**src/rtl/loba_mac_pkg.sv**
```systemverilog
// loba_mac_pkg
// Shared types and helpers for the LOBA MAC accumulator slice.
//   state_t      : frame FSM states (IDLE, ACC, OUT)
//   sat_max/min  : most positive / most negative value of an aw-bit signed word
//   sext_prod    : sign-extend a pw-bit product held in the low bits of a wide word
// The helpers work in a fixed 64-bit container so they can serve any
// AW/PW up to 64 bits; callers cast the result down to their own width.
package loba_mac_pkg;

    localparam int FW = 64;

    typedef enum logic [1:0] {
        IDLE,
        ACC,
        OUT
    } state_t;

    function automatic logic signed [FW-1:0] sat_max(input int aw);
        return (64'sd1 <<< (aw - 1)) - 64'sd1;
    endfunction

    function automatic logic signed [FW-1:0] sat_min(input int aw);
        return -(64'sd1 <<< (aw - 1));
    endfunction

    // Push the product's sign bit up to bit 63, then shift back arithmetically.
    function automatic logic signed [FW-1:0] sext_prod(input logic [FW-1:0] prod, input int pw);
        logic [FW-1:0] shifted;
        shifted = prod << (FW - pw);
        return $signed(shifted) >>> (FW - pw);
    endfunction

endpackage

```
**src/rtl/loba_sat_add.sv**
```systemverilog
// loba_sat_add
// Combinational saturating signed adder.
//   a, b : AW-bit signed operands
//   y    : a + b clamped to the AW-bit signed range
//   ovf  : high when the clamp was applied
module loba_sat_add
    import loba_mac_pkg::*;
#(
    parameter int AW = 40
) (
    input  logic [AW-1:0] a,
    input  logic [AW-1:0] b,
    output logic [AW-1:0] y,
    output logic          ovf
);

    localparam logic [AW-1:0] MAX_V = AW'(sat_max(AW));
    localparam logic [AW-1:0] MIN_V = AW'(sat_min(AW));

    logic [AW:0] wide_sum;

    // One guard bit: if the top two bits of the AW+1-bit sum disagree the
    // true result left the AW-bit range, and the guard bit gives its sign.
    always_comb begin
        wide_sum = {a[AW-1], a} + {b[AW-1], b};
        ovf      = wide_sum[AW] ^ wide_sum[AW-1];
        if (!ovf) begin
            y = wide_sum[AW-1:0];
        end else if (wide_sum[AW]) begin
            y = MIN_V;
        end else begin
            y = MAX_V;
        end
    end

endmodule

```
**src/rtl/loba_mac_accum.sv**
```systemverilog
// loba_mac_accum
// Streaming saturating accumulator for frames of signed LOBA products.
//   clk, rst_n          : clock and asynchronous active-low reset
//   clear               : synchronous abort, drops the current frame/result
//   len                 : frame length in beats (0 means 1), taken on the first beat
//   in_valid/in_ready   : product handshake, in_prod is the signed product
//   out_valid/out_ready : result handshake
//   out_sum             : saturated frame sum, out_ovf: saturation seen in frame
module loba_mac_accum
    import loba_mac_pkg::*;
#(
    parameter int PW = 32,
    parameter int AW = 40,
    parameter int CW = 8
) (
    input  logic          clk,
    input  logic          rst_n,
    input  logic          clear,
    input  logic [CW-1:0] len,
    input  logic          in_valid,
    output logic          in_ready,
    input  logic [PW-1:0] in_prod,
    output logic          out_valid,
    input  logic          out_ready,
    output logic [AW-1:0] out_sum,
    output logic          out_ovf
);

    state_t        state;
    state_t        state_next;
    logic [AW-1:0] acc;
    logic [CW-1:0] cnt;
    logic [CW-1:0] len_q;
    logic          ovf_q;

    logic          beat;
    logic          out_fire;
    logic [CW-1:0] len_eff;
    logic [CW-1:0] cnt_inc;
    logic [AW-1:0] prod_ext;
    logic [AW-1:0] sum;
    logic          add_ovf;

    assign beat     = in_valid & in_ready;
    assign out_fire = out_valid & out_ready;
    assign len_eff  = (len == '0) ? CW'(1) : len;
    assign cnt_inc  = cnt + CW'(1);
    assign prod_ext = AW'(sext_prod(FW'(in_prod), PW));

    loba_sat_add #(.AW(AW)) u_sat_add (
        .a   (acc),
        .b   (prod_ext),
        .y   (sum),
        .ovf (add_ovf)
    );

    always_ff @(posedge clk or negedge rst_n) begin
        if (!rst_n) begin
            state <= IDLE;
        end else begin
            state <= state_next;
        end
    end

    // clear beats every other event, including a beat or out_fire in the same cycle.
    always_comb begin
        state_next = state;
        case (state)
            IDLE: if (beat) state_next = (len_eff == CW'(1)) ? OUT : ACC;
            ACC:  if (beat && (cnt_inc == len_q)) state_next = OUT;
            OUT:  if (out_fire) state_next = IDLE;
            default: state_next = IDLE;
        endcase
        if (clear) begin
            state_next = IDLE;
        end
    end

    // OUT is the only state that refuses products; it never bypasses into a new frame.
    always_comb begin
        in_ready  = (state != OUT);
        out_valid = (state == OUT);
    end

    // The first beat restarts the frame from the product itself rather than
    // adding to a stale accumulator; later beats go through the saturating add.
    always_ff @(posedge clk or negedge rst_n) begin
        if (!rst_n) begin
            acc   <= '0;
            cnt   <= '0;
            len_q <= '0;
            ovf_q <= 1'b0;
        end else if (clear) begin
            acc   <= '0;
            cnt   <= '0;
            ovf_q <= 1'b0;
        end else if (beat) begin
            case (state)
                IDLE: begin
                    len_q <= len_eff;
                    acc   <= prod_ext;
                    cnt   <= CW'(1);
                    ovf_q <= 1'b0;
                end
                ACC: begin
                    acc   <= sum;
                    cnt   <= cnt_inc;
                    ovf_q <= ovf_q | add_ovf;
                end
                default: ;
            endcase
        end
    end

    // acc and ovf_q are frozen while in OUT, so the result is stable under backpressure.
    assign out_sum = acc;
    assign out_ovf = ovf_q;

endmodule

```
**config.mk**
```make
export PLATFORM = sky130hd
export DESIGN_NAME = loba_mac_accum
export DESIGN_NICKNAME = d
export VERILOG_FILES = /design/src/rtl/loba_mac_pkg.sv /design/src/rtl/loba_sat_add.sv /design/src/rtl/loba_mac_accum.sv
export SDC_FILE = /design/constraint.sdc
export NUM_CORES = 1
export LEC_CHECK = 0
export ABC_AREA = 1
export CAP_MARGIN = 20
export CORE_MARGIN = 3
export CORE_UTILIZATION = 57
export CTS_CLUSTER_SIZE = 12
export DETAILED_ROUTE_END_ITERATION = 16
export HOLD_SLACK_MARGIN = 0.15
export PLACE_DENSITY = 0.91
export SYNTH_ARGS = -nofsm -noshare
export SYNTH_HDL_FRONTEND = slang
export SYNTH_HIERARCHICAL = 1
export SYNTH_SLANG_ARGS = --single-unit
export TNS_END_PERCENT = 100
```
**constraint.sdc**
```tcl
create_clock -name clk -period 3.2 [get_ports clk]
set_input_delay 0.48 -clock clk [delete_from_list [all_inputs] [get_ports clk]]
set_output_delay 0.48 -clock clk [all_outputs]
set_load 0.03 [all_outputs]
```
### Word level (Yosys, flattened, before mapping)

Index checks and enable logic that the tools add are counted.

* register bits after elaboration: 59
* latch bits: 0
* bits in writable memories: 0
* memory bits (read-only): 0
* bits of input ports: 45
* output and inout port bits: 43
* logic and storage cells: 46
* memories: 0

* add/sub/neg operators: 2
* multiply operators: 0
* div/mod/pow operators: 0
* $lt $le $gt $ge: 0
* equality and inequality tests: 8
* shift operators: 0
* muxes and demuxes: 18
* bitwise gates (word level): 5
* reduce and logical (&&, ||, !) cells: 8

Operator list (number)
* $mux W40: 4
* $pmux W40 S2: 1
* $add A40 B32 Y41: 1
* $mux W8: 3
* $pmux W8 S2: 1
* $mux W2: 5
* $add A8 B1 Y8 const B: 1
* $eq A8 B1 Y1 const B: 1
* $eq A8 B8 Y1: 1
* $logic_not A8 Y1: 1
* $ne A3 B3 Y1 const B: 2
* $pmux W2 S3: 1
* $reduce_and A3 Y1: 2
* $ne A3 B2 Y1 const B: 1
* $reduce_bool A3 Y1: 1
* $and A1 B1 Y1: 2
* $eq A2 B1 Y1 const B: 1
* $eq A2 B2 Y1 const B: 1
* $logic_not A2 Y1: 1
* $mux W1: 2
* $ne A2 B2 Y1 const B: 1
* $pmux W1 S2: 1
* $reduce_and A2 Y1: 1
* $reduce_bool A2 Y1: 1
* 4 further kinds: 4

### Depth between registers and ports, before layout

Gate-level depths: netlist (run 1).

* depth after elaboration: 7
* depth in mapped cells: 20
* mapped depth without buffers: 19

### By module

Netlist (run 1), hierarchy kept.

Modules (own cells, without submodules)
* loba_sat_add: instances 1, cells each 617, area an instance 3286.9 um^2, seq. area each 0.0 um^2
* loba_mac_accum: instances 1, cells each 378, area an instance 3007.9 um^2, seq. area each 1476.4 um^2

### Least setup slack after synthesis (run 1)

No wires, ideal clock.

* path kind: register to register
* start point: register acc[0], in the netlist out_sum[0]
* end point: register acc[31], in the netlist out_sum[31]
* library setup time: 0.120 ns
* arrival time: 2.611 ns
* data required time: 3.080 ns
* path slack: 0.469 ns
* stages on the path, launching flop included: 19
* path buffers: 1
* clock period less this slack: 2.731 ns
* path through: dfrtp_1 -> ha_1 -> fa_1 -> nand2_1 -> nand2_1 -> nand3_1 -> nand2_2 -> nand2_1 -> nand3_2 -> nand2_2 -> nand3_1 -> nand2_4 -> nand3_4 -> buf_6 -> nand2_1 -> nand2_1 -> nand2_1 -> a21oi_1 -> a31o_2

* cells in the longest elaborated chain, start to end: 6
* elaborated cells on any way between the ends: 7
* those cells by class: add/sub (1); mux (5); bitwise (1)

RTL lines
* start: declaration: line loba_mac_accum.sv:31 `logic [AW-1:0] acc;`
* start signal: assignment: line loba_mac_accum.sv:101 `acc <= prod_ext;`
* start signal: assignment: line loba_mac_accum.sv:106 `acc <= sum;`
* $add A40 B32 Y41 *: line loba_sat_add.sv:25 `wide_sum = {a[AW-1], a} + {b[AW-1], b};`
* $mux W40 / $xor A1 B1 Y1 (equally long branches): line loba_sat_add.sv:29, loba_sat_add.sv:26
* $mux W40 *: line loba_sat_add.sv:27 `if (!ovf) begin`
* named net sum[31]: line loba_mac_accum.sv:41 `logic [AW-1:0] sum;`
* $pmux W40 S2 *: line loba_mac_accum.sv:98 `case (state)`
* $mux W40 *: line loba_mac_accum.sv:97 `end else if (beat) begin`
* $mux W40 *: line loba_mac_accum.sv:93 `end else if (clear) begin`

The timed path passes the listed nets; every way through them passes the cells marked *. The select of a mux whose other input is x is not followed.
A chain may end at the register's enable or synchronous reset.

### Final worst setup path (run 1)

* start point: input in_prod[26]
* end point: register acc[2], in the netlist out_sum[2]

* cells in the longest elaborated chain, start to end: 6
* elaborated cells on any way between the ends: 7
* those cells by class: add/sub (1); mux (5); bitwise (1)

RTL lines
* start: declaration: line loba_mac_accum.sv:22 `input logic [PW-1:0] in_prod,`
* $add A40 B32 Y41 *: line loba_sat_add.sv:25
* $mux W40 / $xor A1 B1 Y1 (equally long branches): line loba_sat_add.sv:29, loba_sat_add.sv:26
* $mux W40 *: line loba_sat_add.sv:27
* named net sum[2]: line loba_mac_accum.sv:41
* $pmux W40 S2 *: line loba_mac_accum.sv:98
* $mux W40 *: line loba_mac_accum.sv:97
* $mux W40 *: line loba_mac_accum.sv:93

Marked as above.

==> reports/qor.txt, run 1 <==
# IOs - 88
P_leak - 3.96 nW
worst reg2reg path startpoint - out_sum[27]
Rel. slew slack - 0.633
status - finished clean
Worst VDD drop - 0.664 mV
GP Congestion - 0.996
largest net degree at the start of global routing - 43
Worst Hold Class - reg -> reg
WHS Endpoint - len_q[2]
num rows - 37
synthesized flop and latch total - 59
CTS tree - yes
die area - 12300 um^2
Initial Utilization - 0.599
Setup Viol. Count Final - 0
R2R cell count - 14
global-route wire length before repair - 33500 um
critical path type - in -> reg
fin crit share - 0.914
Area Overhead vs Synth - 23.9%
clock skew - 0.0145 ns
ant diodes - 0
total negative slack - 0 ns
wire per inst - 16.2 um
Root Driver - clkbuf_8
vias in the first global route - 6826
flop2flop setup slack - 0.42 ns
hold_sp - len_q[2]
Final min period - 2.93 ns
WP data required - 3.43 ns
Syn Inst Count - 995
Max Root-Sink Buffers - 2
number of max-cap violations - 0
Netlist cell types - 43
clock slew at reported path FFs - 0.08 ns
vias post-DR - 7168
grt ovf - 0
die height - 111 um
commonest non-fill, non-tap cells in the layout - nand2_1, nor2_1, inv_1, clkdlybuf4s50_1, o21ai_0
average cell area after synthesis - 6.33 um^2
number of antenna violations at the first check in global routing - 0
post-synthesis sequential area ratio - 0.235
RSZ-0062 raised after global routing - no
pwr dens - 770 nW/um^2
Reg-to-Reg End - out_sum[2]
WL final - 20400 um
DRC - 0
final hold violations - 0
warnings from Yosys - 6
Total GRT Usage - 0.329
First-pass DRT Iterations - 7
area of the core - 10500 um^2
syn_nets - 1082
PortBufs - 87
antenna-violating nets left - 0
clk_lat worst skew - 0.36 ns
CP Launch Type - primary input
Cell Count Post-Placement - 1238
Sink Count - 59
dpl cell area - 7570 um^2
share of cells above drive strength 1 - 0.121
CP Max Fanout - 8
Die X - 111 um
PostCTS Resize Cnt - 0
fin. max-slew vios - 0
cts bufs inserted - 9
most common cell after layout, fill and taps aside - nand2_1
Worst Tran Pin Value - 0.544 ns
initial detailed-routing violation count - 697
nets - 1201
Post-Layout Cell Count - 1255
hold path depth - 2
DR vias/cell - 5.71
highest clock rate - 0.342 GHz
Worst Path Arrival - 3.16 ns
hpwl dp - 15900 um
H-tree levels - 3
Mapped Area - 6290 um^2
Crit. End Element - register
Finished Cell Area - 7800 um^2
[state kept, by name, summed over array words and instances, names as in the netlist]
signal and flops:
cnt 8, len_q 8, out_ovf 1, out_sum 40, state 2
[metal layers]
layer  up-vias  part of all wire  global-route usage
met4         0             0.019              0.0900
met3        32             0.086              0.0469
met2       330              0.45               0.522
met5         -                 0                   0
met1      3303              0.44               0.471
li1       3503                 -                   -
[cells by family (layout without fill, tap and decap cells)]
family,count (synthesis),count (layout),synth area share
fa+ha+maj,42,42,0.0847
xor+xnor,28,28,0.0411
simple gates,547,547,0.377
compound gates,197,197,0.180
flops,59,59,0.235
buf+inv,122,246,0.0821
[cells in the mapped netlist]
| library cell | number | area share |
|---|---|---|
| xor2_1 | 19 | 0.026 |
| a31o_2 | 9 | 0.013 |
| buf_8 | 1 | 0.0024 |
| nor2_2 | 10 | 0.0099 |
| nand3b_1 | 8 | 0.0095 |
| clkbuf_1 | 12 | 0.0072 |
| fa_1 | 1 | 0.0032 |
| nand2_2 | 20 | 0.020 |
| and3_1 | 1 | 0.00099 |
| buf_6 | 5 | 0.0089 |
| or2_2 | 3 | 0.0030 |
| a31oi_1 | 3 | 0.0030 |
| a21oi_1 | 57 | 0.045 |
| o22ai_1 | 5 | 0.0050 |
| nand3_1 | 68 | 0.054 |
| o21ai_2 | 12 | 0.017 |
| clkinv_1 | 1 | 0.00060 |
| o21bai_1 | 7 | 0.0083 |
| nand4_1 | 9 | 0.0089 |
| a21oi_2 | 3 | 0.0042 |
| xnor3_1 | 1 | 0.0036 |
| inv_2 | 4 | 0.0024 |
| nor2_4 | 5 | 0.0089 |
| nand2_1 | 302 | 0.18 |
| dfrtp_1 | 59 | 0.23 |
| ha_1 | 41 | 0.081 |
| buf_1 | 1 | 0.00060 |
| o21ai_1 | 17 | 0.014 |
| o211ai_1 | 1 | 0.0012 |
| nor2_1 | 106 | 0.063 |
| o21ai_0 | 72 | 0.057 |
| nand3_2 | 3 | 0.0048 |
| nand3_4 | 1 | 0.0028 |
| nand2_4 | 2 | 0.0036 |
| nor3_1 | 6 | 0.0048 |
| a21o_1 | 6 | 0.0072 |
| nor4_1 | 3 | 0.0030 |
| inv_1 | 92 | 0.055 |
| buf_2 | 5 | 0.0040 |
| xnor2_1 | 8 | 0.011 |
| a21boi_1 | 1 | 0.0012 |
| buf_4 | 1 | 0.0012 |
| o21a_1 | 4 | 0.0048 |
[power by group]
part	leakage [nW]	internal, W	switching, W
clock	0.110	0.000444	0.000370
combinational	3.06	0.00154	0.00251
sequential	0.784	0.000952	0.000190
[layout make-up]
class,instances,area [um^2]
Sequential cell,59,1480
Fill cell,874,2710
Clock inverter,7,98.8
Inverter,97,364
Tap cell,136,170
Multi-Input combinational cell,814,4300
Timing Repair Buffer,133,1260
Clock buffer,9,124
[what timing repair did]
action                    4_1_cts  5_1_grt
hold buffers                    1        0
setup buffers                   0        0
hold endpoints to repair       20        0
[stage by stage]
step           setup slack [ns]  utilization  total power, W  hold slack (ns)
2_1_floorplan             0.469            -         0.00384            0.184
3_3_place_gp             0.0342        0.720         0.00504            0.478
3_5_place_dp            -0.0391        0.720         0.00512            0.469
4_1_cts                   0.327        0.742         0.00595            0.501
5_1_grt                  0.0831        0.742         0.00646            0.529
6_report                  0.274        0.742         0.00601            0.498
[worst max-delay path by stage]
| stage | startpoint | end | slack [ns] | cells after the start |
|---|---|---|---|---|
| 2_1_floorplan | out_sum[0] | out_sum[31] | 0.47 | 18 |
| 3_3_place_gp | in_prod[0] | out_sum[16] | 0.03 | 18 |
| 3_5_place_dp | in_prod[0] | out_sum[2] | -0.04 | 18 |
| 4_1_cts | in_prod[0] | out_sum[2] | 0.33 | 18 |
| 5_1_grt | in_prod[31] | out_sum[13] | 0.08 | 16 |
| 6_report | in_prod[26] | out_sum[2] | 0.27 | 15 |
[critical path, stage by stage]
cell             delay (ns)
clkdlybuf4s50_1        0.45
ha_1                   0.34
a21oi_1                0.21
o21ai_0                0.21
nand2_1                0.10
nand2_1                0.08
a21oi_1                0.25
nand2_1                0.11
nand2_2                0.11
nand2_2                0.10
nor2_4                 0.23
buf_12                 0.18
o21ai_2                0.05
nor2_1                 0.11
o21ai_0                0.11
No activity file was read; power rests on OpenSTA's default activity.
==> run 2: changes to the inputs <==
--- a/config.mk
+++ b/config.mk
@@ -8,11 +8,12 @@
 export ABC_AREA = 1
 export CAP_MARGIN = 20
 export CORE_MARGIN = 3
-export CORE_UTILIZATION = 57
+export CORE_UTILIZATION = 65
 export CTS_CLUSTER_SIZE = 12
 export DETAILED_ROUTE_END_ITERATION = 16
+export DONT_BUFFER_PORTS = 1
 export HOLD_SLACK_MARGIN = 0.15
-export PLACE_DENSITY = 0.91
+export PLACE_DENSITY = 0.89
 export SYNTH_ARGS = -nofsm -noshare
 export SYNTH_HDL_FRONTEND = slang
 export SYNTH_HIERARCHICAL = 1
==> run 2 against run 1 <==
- non-clock buffer count decreased by 103
- routed wire length fell by 7.7%
- via count decreased by 5.7%
- sequential cell count stayed put
- fmax is 0.13% lower
- hold slack worse by 0.25 ns
- worst setup slack got worse by 0.0040 ns
- core utilization is 1.7 points lower
- critical path type is now reg -> reg
- global-route usage rose by 1.6 points
- combinational power down 17%
==> reports/qor.txt, run 2 (synthesis results as in run 1) <==
max reg flops - 40
global-route wire length before repair - 31100 um
clock slew at reported path FFs - 0.09 ns
number of max-cap violations - 0
Post-Layout Cell Count - 1145
critical path type - reg -> reg
hold_sp - len[2]
Worst Hold Class - in -> reg
Initial Utilization - 0.675
fin crit share - 0.915
# IOs - 88
met2 GRT Util - 0.558
Worst VDD drop - 0.515 mV
H-tree levels - 3
PortBufs - 0
Core Util, Final - 0.725
final hold violations - 0
initial detailed-routing violation count - 654
Cell Count Post-Placement - 1127
M1 GR Usage - 0.466
commonest non-fill, non-tap cells in the layout - nand2_1, nor2_1, inv_1, o21ai_0, nand3_1
WHS Endpoint - len_q[2]
Sink Count - 59
GR peak layer - met2
cts bufs inserted - 9
First-pass DRT Iterations - 6
vias post-DR - 6759
Total GRT Usage - 0.345
ant diodes - 0
Reg-to-Reg End - out_sum[20]
share of cells above drive strength 1 - 0.116
WL final - 18800 um
num rows - 35
Worst Setup SP - out_sum[11]
Rel. slew slack - 0.459
DRC - 0
Root Driver - clkbuf_8
highest clock rate - 0.341 GHz
worst reg2reg path startpoint - out_sum[11]
largest net degree at the start of global routing - 60
clock skew - 0.0133 ns
status - finished clean
Worst Tran Pin Value - 0.811 ns
flop2flop setup slack - 0.27 ns
fin. max-slew vios - 0
R2R cell count - 16
hold path depth - 2
Die X - 104 um
die height - 104 um
CP Launch Type - register
nets - 1098
total negative slack - 0 ns
RSZ-0062 raised after global routing - no
P_leak - 3.53 nW
GP Congestion - 0.995
hpwl dp - 14400 um
Finished Cell Area - 6760 um^2
number of antenna violations at the first check in global routing - 0
GRT met3 Usage - 0.0602
Worst Path Arrival - 3.15 ns
antenna-violating nets left - 0
dpl cell area - 6520 um^2
wire per inst - 16.4 um
Crit. End Element - register
most common cell after layout, fill and taps aside - nand2_1
Setup Viol. Count Final - 0
area of the core - 9330 um^2
WP data required - 3.42 ns
vias in the first global route - 6621
grt ovf - 0
DR vias/cell - 5.90
Max Root-Sink Buffers - 2
CP Max Fanout - 20
pwr dens - 802 nW/um^2
Final min period - 2.93 ns
die area - 10900 um^2
Area Overhead vs Synth - 7.43%
clk_lat worst skew - 0.35 ns
CTS tree - yes
-- run 2: cell types whose count changed in the layout (fill, tap and decap cells not counted), sizes merged --
cell and delta:
buf -17, bufinv -1, clkdlybuf4s50 -86, clkinv +1, clkinvlp +1, inv -1
-- run 2: routing by layer --
| layer | wire length [um] | vias up |
|---|---|---|
| met4 | 488 | 0 |
| met2 | 8600 | 308 |
| met1 | 8100 | 3103 |
| met5 | 0 | - |
| met3 | 1620 | 45 |
| li1 | - | 3303 |
-- run 2: repair_timing --
action	in CTS	in global routing
setup buffers	0	0
hold buffers	2	0
endpoints found under the hold margin	59	0
resized for setup	0	1
setup endpoints to repair	0	2
-- run 2: worst max path at each step --
stage / to / slack (ns) / cells past startpoint
after detailed placement: out_sum[11] / 0.17 / 17
after CTS: out_sum[11] / 0.23 / 16
after global placement: out_sum[14] / 0.29 / 17
final: out_sum[20] / 0.27 / 16
after floorplan: out_sum[31] / 0.47 / 18
after global routing: out_sum[1] / 0.06 / 17
-- run 2: layout make-up --
cell class	count	area, um^2
multi-input cells	814	4310
fillers	830	2560
flip-flops and latches	59	1480
inverters	97	364
repair buffers	30	248
well taps	129	161
clock buffers	9	124
clock inverters	7	76.3
-- run 2: worst max-delay path: stages, from the launching register on --
cell and delay, ns:
dfrtp_1 0.52, ha_1 0.42, a21oi_1 0.28, nand2_1 0.15, nand2_1 0.08, nand2_1 0.07
nand2_1 0.08, nand3_2 0.11, nand2_2 0.11, nand3_1 0.11, nand2_4 0.11, nand3_4 0.14
buf_4 0.26, nand2_1 0.09, nand2_1 0.05, nor2_1 0.12, o21ai_1 0.09
-- run 2: per-stage QoR --
step / worst slack [ns] / power (W) / hold slack, ns
floorplan: 0.469 / 0.00384 / 0.184
global placement: 0.291 / 0.00451 / 0.186
detailed placement: 0.172 / 0.00458 / 0.186
CTS: 0.233 / 0.00533 / 0.246
global route: 0.0570 / 0.00583 / 0.256
finish: 0.270 / 0.00542 / 0.249
-- run 2: power breakdown --
part	internal, W	switching [W]	total [W]
registers	0.000948	0.000360	0.00131
logic	0.00114	0.00224	0.00338
clock network	0.000364	0.000375	0.000739
total	0.00245	0.00297	0.00542
